===== src/rtl/pc_fetch_sequencer_pkg.sv =====
// Shared constants for the PC / instruction-fetch sequencer: state encodings,
// instruction size and the default address width.
package pc_fetch_sequencer_pkg;

  localparam int ADDR_W_DEF  = 64;
  localparam int INSTR_BYTES = 4;

  localparam logic [1:0] S_IDLE   = 2'd0;
  localparam logic [1:0] S_FETCH  = 2'd1;
  localparam logic [1:0] S_HOLD   = 2'd2;
  localparam logic [1:0] S_HALTED = 2'd3;

endpackage


===== src/rtl/pc_fetch_sequencer_pc_reg_inc.sv =====
// Program-counter register with its sequential +INSTR_BYTES adder; the sum
// wraps modulo 2**ADDR_W.
module pc_reg_inc
  import pc_fetch_sequencer_pkg::*;
#(
  parameter int               ADDR_W   = ADDR_W_DEF,
  parameter logic [ADDR_W-1:0] RESET_PC = '0
) (
  input  logic              CLK,
  input  logic              Reset_L,
  input  logic              loadEn,
  input  logic [ADDR_W-1:0] loadVal,
  output logic [ADDR_W-1:0] pc,
  output logic [ADDR_W-1:0] pc_plus4
);

  always_ff @(posedge CLK or negedge Reset_L) begin
    if (!Reset_L) begin
      pc <= RESET_PC;
    end else if (loadEn) begin
      pc <= loadVal;
    end
  end

  assign pc_plus4 = pc + ADDR_W'(INSTR_BYTES);

endmodule


===== src/rtl/pc_fetch_sequencer.sv =====
// Fetch stage: holds the PC, fetches over a req/ack memory port and hands each
// instruction to decode over valid/ready, feeding pc_plus4 back to the PC mux.
module pc_fetch_sequencer
  import pc_fetch_sequencer_pkg::*;
#(
  parameter int               ADDR_W   = ADDR_W_DEF,
  parameter logic [ADDR_W-1:0] RESET_PC = '0,
  parameter int               CNT_W    = 16
) (
  input  logic              CLK,
  input  logic              Reset_L,
  input  logic [ADDR_W-1:0] next_pc,
  input  logic              halt,
  output logic [ADDR_W-1:0] pc_plus4,
  output logic              imem_req,
  output logic [ADDR_W-1:0] imem_addr,
  input  logic              imem_ack,
  input  logic [31:0]       imem_rdata,
  output logic [31:0]       instr,
  output logic [ADDR_W-1:0] instr_pc,
  output logic              instr_valid,
  input  logic              instr_ready,
  output logic              misalign,
  output logic [CNT_W-1:0]  fetch_count,
  output logic              halted
);

  logic [1:0]        state;
  logic [ADDR_W-1:0] pc;
  logic [ADDR_W-1:0] pcAligned;
  logic              accept;

  // The PC only moves on the decode handshake; low bits are forced to a word boundary.
  assign accept    = (state == S_HOLD) && instr_valid && instr_ready;
  assign pcAligned = {next_pc[ADDR_W-1:2], 2'b00};

  pc_reg_inc #(
    .ADDR_W  (ADDR_W),
    .RESET_PC(RESET_PC)
  ) uPcReg (
    .CLK     (CLK),
    .Reset_L (Reset_L),
    .loadEn  (accept),
    .loadVal (pcAligned),
    .pc      (pc),
    .pc_plus4(pc_plus4)
  );

  assign imem_addr = pc;
  assign halted    = (state == S_HALTED);

  always_ff @(posedge CLK or negedge Reset_L) begin
    if (!Reset_L) begin
      state       <= S_IDLE;
      imem_req    <= 1'b0;
      instr_valid <= 1'b0;
      instr       <= '0;
      instr_pc    <= '0;
      fetch_count <= '0;
      misalign    <= 1'b0;
    end else begin
      case (state)
        S_IDLE: begin
          if (halt) begin
            state <= S_HALTED;
          end else begin
            state    <= S_FETCH;
            imem_req <= 1'b1;
          end
        end
        S_FETCH: begin
          if (imem_ack) begin
            instr       <= imem_rdata;
            instr_pc    <= pc;
            instr_valid <= 1'b1;
            imem_req    <= 1'b0;
            state       <= S_HOLD;
          end
        end
        S_HOLD: begin
          // halt is only honoured once the held instruction has been taken.
          if (instr_ready) begin
            instr_valid <= 1'b0;
            fetch_count <= fetch_count + CNT_W'(1);
            misalign    <= misalign | (|next_pc[1:0]);
            if (halt) begin
              state <= S_HALTED;
            end else begin
              state    <= S_FETCH;
              imem_req <= 1'b1;
            end
          end
        end
        default: begin
          imem_req    <= 1'b0;
          instr_valid <= 1'b0;
        end
      endcase
    end
  end

endmodule


===== config.mk =====
export PLATFORM = sky130hd
export DESIGN_NAME = pc_fetch_sequencer
export DESIGN_NICKNAME = d
export VERILOG_FILES = /design/src/rtl/pc_fetch_sequencer_pkg.sv /design/src/rtl/pc_fetch_sequencer_pc_reg_inc.sv /design/src/rtl/pc_fetch_sequencer.sv
export SDC_FILE = /design/constraint.sdc
export NUM_CORES = 1
export LEC_CHECK = 0
export ABC_AREA = 1
export BUFFER_PORTS_ARGS = -buffer_cell sky130_fd_sc_hd__buf_2
export CAP_MARGIN = 20
export CELL_PAD_IN_SITES_DETAIL_PLACEMENT = 1
export CELL_PAD_IN_SITES_GLOBAL_PLACEMENT = 2
export CORE_ASPECT_RATIO = 1.5
export CORE_MARGIN = 2
export CORE_UTILIZATION = 29
export DETAILED_ROUTE_END_ITERATION = 6
export GPL_TIMING_DRIVEN = 0
export PLACE_DENSITY_LB_ADDON = 0.1
export SYNTH_ARGS = -nofsm -noshare
export SYNTH_HDL_FRONTEND = slang
export SYNTH_SLANG_ARGS = --single-unit

===== constraint.sdc =====
create_clock -name CLK -period 4.1 [get_ports CLK]
set_input_delay 0.41 -clock CLK [delete_from_list [all_inputs] [get_ports CLK]]
set_output_delay 0.41 -clock CLK [all_outputs]
set_load 0.01 [all_outputs]

==> results of run 1 <==
-- where the power goes --
group          internal [µW]  switching (µW)  total (µW)
Clock                    883             766        1650
Combinational           1550            2910        4460
Sequential              2290             349        2640
Total                   4720            4030        8750
-- layout by cell type (no fill, tap or decap), drive strengths merged --
master,count
mux2,32
clkinvlp,3
conb,6
clkinv,1
o21ai,82
nand3b,3
xnor2,5
buf,359
a31oi,1
xor2,39
inv,99
dfrtp,177
nor3,2
bufinv,1
diode,1
ha,2
nor2,194
clkbuf,36
nand4,13
a21oi,62
nand2,291
dlygate4sd3,1
nand3,18
o21bai,1
-- cells by family after synthesis --
group,Yosys count
and+or+nand+nor,521
DFF,177
AOI/OAI and AO/OA,146
buffers and inverters,128
xor gates and xnor gates,44
muxes,32
adders and majority gates,2
other,1
-- worst max-delay path by stage --
stage / end / startpoint / depth (start not counted) / slack [ns]
final: pc_plus4[36] / uPcReg.pc[3] / 9 / 1.10
after global routing: pc_plus4[39] / uPcReg.pc[2] / 8 / 0.90
after CTS: pc_plus4[39] / uPcReg.pc[2] / 8 / 0.98
after detailed placement: pc_plus4[39] / uPcReg.pc[2] / 8 / 1.51
after global placement: instr_pc[9] / Reset_L / 1 / -0.52
after floorplan: pc_plus4[54] / uPcReg.pc[3] / 9 / 2.20
-- registers in the layout, indices dropped and copies added (netlist names) --
name / flops
fetch_count: 16
instr: 32
instr_pc: 62
imem_req: 1
misalign: 1
uPcReg.pc: 62
state: 2
instr_valid: 1
-- critical path: stages (launching register included) --
cell	delay, ns
dfrtp_1	0.41
ha_1	0.21
nand2_1	0.10
nor2_4	0.23
nand2_2	0.22
nor2_1	0.13
nand2_1	0.32
o21ai_0	0.28
nand2_1	0.08
buf_2	0.15
-- area by class of cell --
type / count / area [µm²]
Clock buffer: 20 / 457
Clock inverter: 12 / 121
Tap cell: 395 / 494
Sequential cell: 177 / 4430
Buffer: 36 / 175
Inverter: 92 / 345
Multi-Input combinational cell: 751 / 3620
Timing Repair Buffer: 340 / 1740
Antenna cell: 1 / 2.50
Fill cell: 3714 / 17900
-- per-stage QoR --
stage | hold slack [ns] | worst slack, ns | util [%]
2_1_floorplan | 0.114 | 2.20 | -
3_3_place_gp | 0.459 | -0.522 | 36.7
3_5_place_dp | 0.461 | 1.51 | 36.8
4_1_cts | 0.154 | 0.979 | 38.9
5_1_grt | 0.166 | 0.897 | 38.9
6_report | 0.179 | 1.10 | 38.9
-- routing by layer --
metal	share of wire, %	GRT usage, %
met5	0	0
met4	2.7	8.12
met3	5.1	5.00
met2	54	42.7
met1	38	25.5
==> impl_metrics.env, run 1 <==
export IMPL_gr_total_overflow=0
export IMPL_drive_above_1_share_pct=30.6
export IMPL_grt_pass1_wl_um=52400
export IMPL_layoutNonFillerInstCount=1824
export IMPL_setup_viol=0
export IMPL_max_clock_path_buffers=2
export IMPL_reg2reg_from="state[0]"
export IMPL_first_pass_iters=4
export IMPL_power_uw=8750
export IMPL_clock_latency_ns=0.45
export IMPL_reg2reg_slack_ns=2.06
export IMPL_end_kind="primary output"
export IMPL_grt_max_degree=90
export IMPL_area_growth_pct=33.1
export IMPL_place_area_um2=10800
export IMPL_numCtsBuffers=17
export IMPL_antenna_found_initial=1
export IMPL_syn_inst=1051
export IMPL_vias_per_cell=4.57
export IMPL_post_cts_setup_buffer_count=0
export IMPL_cts_resized_gates=0
export IMPL_synth_most_common_cell="nand2_1"
export IMPL_muxShareOfSynthArea_pct=4.22
export IMPL_synthAdderAreaFrac_pct=0.293
export IMPL_report_final_slew_viol_count=0
export IMPL_die_h_um=214
export IMPL_ys_async_sr_fraction_pct=100
export IMPL_place_congestion=0.817
export IMPL_place_inst=1790
export IMPL_fin_crit_sh_pct=73.2
export IMPL_grt_pass1_vias=8781
export IMPL_clk_pin_slew_ns=0.07
export IMPL_ys_seq_elements=177
export IMPL_synth_area_per_cell_um2=8.13
export IMPL_hpwl_um=28600
export IMPL_maxCapViolCount=0
export IMPL_skew_ns=0.00883
export IMPL_fp_dieW_um=144
export IMPL_rows=77
export IMPL_holdPathStages=2
export IMPL_cp_arrival_ns=2.59
export IMPL_finalInstanceArea_um2=11400
export IMPL_nets=1518
export IMPL_cts_hold_buf=1
export IMPL_worst_slew_pin_slew_ns=0.746
export IMPL_synth_area_leaders="dfrtp_1 52%, nand2_1 13%, nor2_1 8.0%"
export IMPL_synthFlopType="dfrtp_1"
export IMPL_drt_total_wl_um=35500
export IMPL_hold_path_class="in -> reg"
export IMPL_run_status="completed"
export IMPL_ys_top_cells_by_count="288 x nand2_1, 183 x nor2_1, 177 x dfrtp_1, 91 x inv_1, 80 x o21ai_0"
export IMPL_wl_per_cell_um=19.4
export IMPL_synth_compound_area_share_pct=8.59
export IMPL_whs_endpoint="instr[5]"
export IMPL_post_route_drc_count=0
export IMPL_ant_nets=0
export IMPL_cts_htree_levels=4
export IMPL_cts_tree="yes"
export IMPL_slew_headroom_pct=50.3
export IMPL_root_buffer="clkbuf_16"
export IMPL_synth_edf_count=0
export IMPL_ys_types=25
export IMPL_synthSimpleGateAreaFrac_pct=24.4
export IMPL_track_usage_pct=23.1
export IMPL_finalCriticalPeriod_ns=3.00
export IMPL_timing_rr_end="instr_pc[11]"
export IMPL_synth_top_area_cell="dfrtp_1"
export IMPL_synth_area_um2=8550
export IMPL_netlist_area_leader_share_pct=51.8
export IMPL_die_area_um2=30900
export IMPL_fp_coreArea_um2=29300
export IMPL_max_freq_mhz=333
export IMPL_rsz0062_at_grt="false"
export IMPL_path_class="reg -> out"
export IMPL_rr_worst_depth=7
export IMPL_startpoint_type="flip-flop"
export IMPL_ir_drop_v=0.000368
export IMPL_seq_area_frac_synth_pct=51.8
export IMPL_start_util_pct=29.2
export IMPL_critical_path_max_fanout=6
export IMPL_io_pins=345
export IMPL_worstHoldStart="imem_rdata[5]"
export IMPL_numClockSinks=177
export IMPL_synth_top_family_by_area="simple AND/OR/NAND/NOR gates"
export IMPL_power_density_nw_per_um2=769
export IMPL_required_ns=3.69
export IMPL_yosys_warnings=0
export IMPL_vias=8329
export IMPL_synth_xor_area_share_pct=4.51
export IMPL_io_buffers=338
export IMPL_drt_iter0_drc=287
export IMPL_p_leak_uw=0.00658
export IMPL_hold_viol_final=0
export IMPL_fin_setup_tns_ns=0
Power figures use the tool's default switching activity.
==> run 2, diff against run 1 <==
--- a/config.mk
+++ b/config.mk
@@ -12,7 +12,7 @@
 export CELL_PAD_IN_SITES_GLOBAL_PLACEMENT = 2
 export CORE_ASPECT_RATIO = 1.5
 export CORE_MARGIN = 2
-export CORE_UTILIZATION = 29
+export CORE_UTILIZATION = 24
 export DETAILED_ROUTE_END_ITERATION = 6
 export GPL_TIMING_DRIVEN = 0
 export PLACE_DENSITY_LB_ADDON = 0.1
==> constraint.sdc (replaced) <==
create_clock -name CLK -period 2.6 [get_ports CLK]
set_input_delay 0.26 -clock CLK [delete_from_list [all_inputs] [get_ports CLK]]
set_output_delay 0.26 -clock CLK [all_outputs]
set_load 0.01 [all_outputs]
==> impl_metrics.env, run 2 (same netlist as run 1, synthesis figures left out) <==
export IMPL_grt_pass1_vias=9105
export IMPL_end_kind="primary output"
export IMPL_io_pins=345
export IMPL_cts_htree_levels=4
export IMPL_fp_dieW_um=158
export IMPL_path_class="reg -> out"
export IMPL_fp_coreArea_um2=35100
export IMPL_worst_slew_pin_slew_ns=0.713
export IMPL_drive_above_1_share_pct=33.9
export IMPL_maxCapViolCount=0
export IMPL_die_h_um=235
export IMPL_nFillCells=4423
export IMPL_fin_setup_tns_ns=0
export IMPL_p_leak_uw=0.00678
export IMPL_holdPathStages=2
export IMPL_power_density_nw_per_um2=1210
export IMPL_place_inst=1868
export IMPL_clock_latency_ns=0.46
export IMPL_clk_pin_slew_ns=0.08
export IMPL_io_buffers=338
export IMPL_nets=1549
export IMPL_reg2reg_from="state[0]"
export IMPL_layout_commonest_cell="buf_2"
export IMPL_antenna_found_initial=2
export IMPL_met2_usage_pct=39.7
export IMPL_start_util_pct=24.4
export IMPL_ir_drop_v=0.000457
export IMPL_hold_viol_final=0
export IMPL_whs_ns=0.0266
export IMPL_ant_nets=0
export IMPL_top_regs="instr_pc x62, uPcReg.pc x62, instr x32"
export IMPL_finalCriticalPeriod_ns=2.49
export IMPL_top_usage_layer="met2"
export IMPL_grt_use_met1_pct=22.4
export IMPL_wl_per_cell_um=19.8
export IMPL_hold_path_class="in -> reg"
export IMPL_layout_common_cells="351 x buf_2, 274 x nand2_1, 168 x dfrtp_1"
export IMPL_fin_crit_sh_pct=95.8
export IMPL_setup_viol=0
export IMPL_worstHoldStart="imem_rdata[12]"
export IMPL_drt_iter0_drc=202
export IMPL_vias_per_cell=4.40
export IMPL_post_route_drc_count=0
export IMPL_max_clock_path_buffers=2
export IMPL_drt_total_wl_um=38300
export IMPL_slew_headroom_pct=52.5
export IMPL_timing_rr_end="instr_pc[22]"
export IMPL_grt_max_degree=93
export IMPL_critical_path_max_fanout=5
export IMPL_final_util_pct=34.1
export IMPL_rsz0062_at_grt="true"
export IMPL_rr_worst_depth=7
export IMPL_grt_pass1_wl_um=56500
export IMPL_gr_total_overflow=0
export IMPL_die_area_um2=37200
export IMPL_required_ns=2.34
export IMPL_first_pass_iters=4
export IMPL_numClockSinks=177
export IMPL_root_buffer="clkbuf_16"
export IMPL_numCtsBuffers=17
export IMPL_track_usage_pct=20.8
export IMPL_startpoint_type="flip-flop"
export IMPL_report_final_slew_viol_count=0
export IMPL_whs_endpoint="instr[12]"
export IMPL_run_status="completed"
export IMPL_area_growth_pct=40.1
export IMPL_vias=8499
export IMPL_reg2reg_slack_ns=0.58
export IMPL_rows=84
export IMPL_power_uw=14500
export IMPL_hpwl_um=30500
export IMPL_max_freq_mhz=402
export IMPL_cts_tree="yes"
export IMPL_grt_use_met3_pct=5.52
export IMPL_place_congestion=0.810
export IMPL_skew_ns=0.0133
export IMPL_layoutNonFillerInstCount=1933
export IMPL_cp_arrival_ns=2.23
run 2: cell count changes in the layout (fill, tap and decap cells not counted), moves of 9 or more:
cell	delta
nor2_1	-20
nor2_2	+12
nand2_1	-14
buf_4	+11
dfrtp_2	+9
dfrtp_1	-9
dlygate4sd3_1	+19
run 2: metrics by stage:
stage	area [µm²]	setup slack, ns
final	12000	0.110
after global routing	12000	-0.0304
after CTS	11800	-0.0194
after detailed placement	10900	0.175
after global placement	10900	-1.96
after floorplan	8570	0.846
run 2: what timing repair did:
action | CTS | global route
resized for setup | 32 | 28
hold endpoints to repair | 104 | 0
pin swaps | 2 | 8
hold buffers | 20 | 0
setup buffers | 7 | 5
gates cloned | 0 | 0
setup endpoints to repair | 32 | 35
run 2: power breakdown:
group / leakage [µW] / internal (µW) / switching, µW
clock: 0.000303 / 1390 / 1350
sequential: 0.00195 / 3610 / 548
combinational: 0.00453 / 2740 / 4860
total: 0.00678 / 7740 / 6760
run 2: layout make-up:
class                   count  area, µm²  share of cell area, %
well taps                 473        592                   4.94
clock buffers              17        425                   3.55
inverters                  92        345                   2.88
multi-input cells         751       3780                   31.6
diodes                      1       2.50                 0.0209
flip-flops and latches    177       4440                   37.1
repair buffers            371       2020                   16.9
plain buffers              36        175                   1.46
clock inverters            15        188                   1.57
run 2: critical path: stages (launching register included):
cell	delay (ns)
dfrtp_1	0.43
ha_4	0.17
nand2_4	0.06
nor2_4	0.22
nand2_4	0.12
nor2_4	0.23
buf_4	0.15
nand3_1	0.07
nand2_1	0.09
nand2_2	0.08
buf_2	0.15
run 2: metal layers:
| layer | up-vias | routed length (µm) |
|---|---|---|
| li1 | 4091 | - |
| met1 | 4163 | 14200 |
| met2 | 215 | 21100 |
| met3 | 28 | 2420 |
| met4 | 2 | 583 |
| met5 | - | 16 |
run 2: worst max-delay path by stage:
stage | endpoint | start
CTS | pc_plus4[40] | uPcReg.pc[18]
global route | pc_plus4[53] | uPcReg.pc[2]
global placement | instr_pc[40] | Reset_L
floorplan | pc_plus4[54] | uPcReg.pc[3]
detailed placement | pc_plus4[62] | uPcReg.pc[3]
finish | pc_plus4[50] | uPcReg.pc[2]
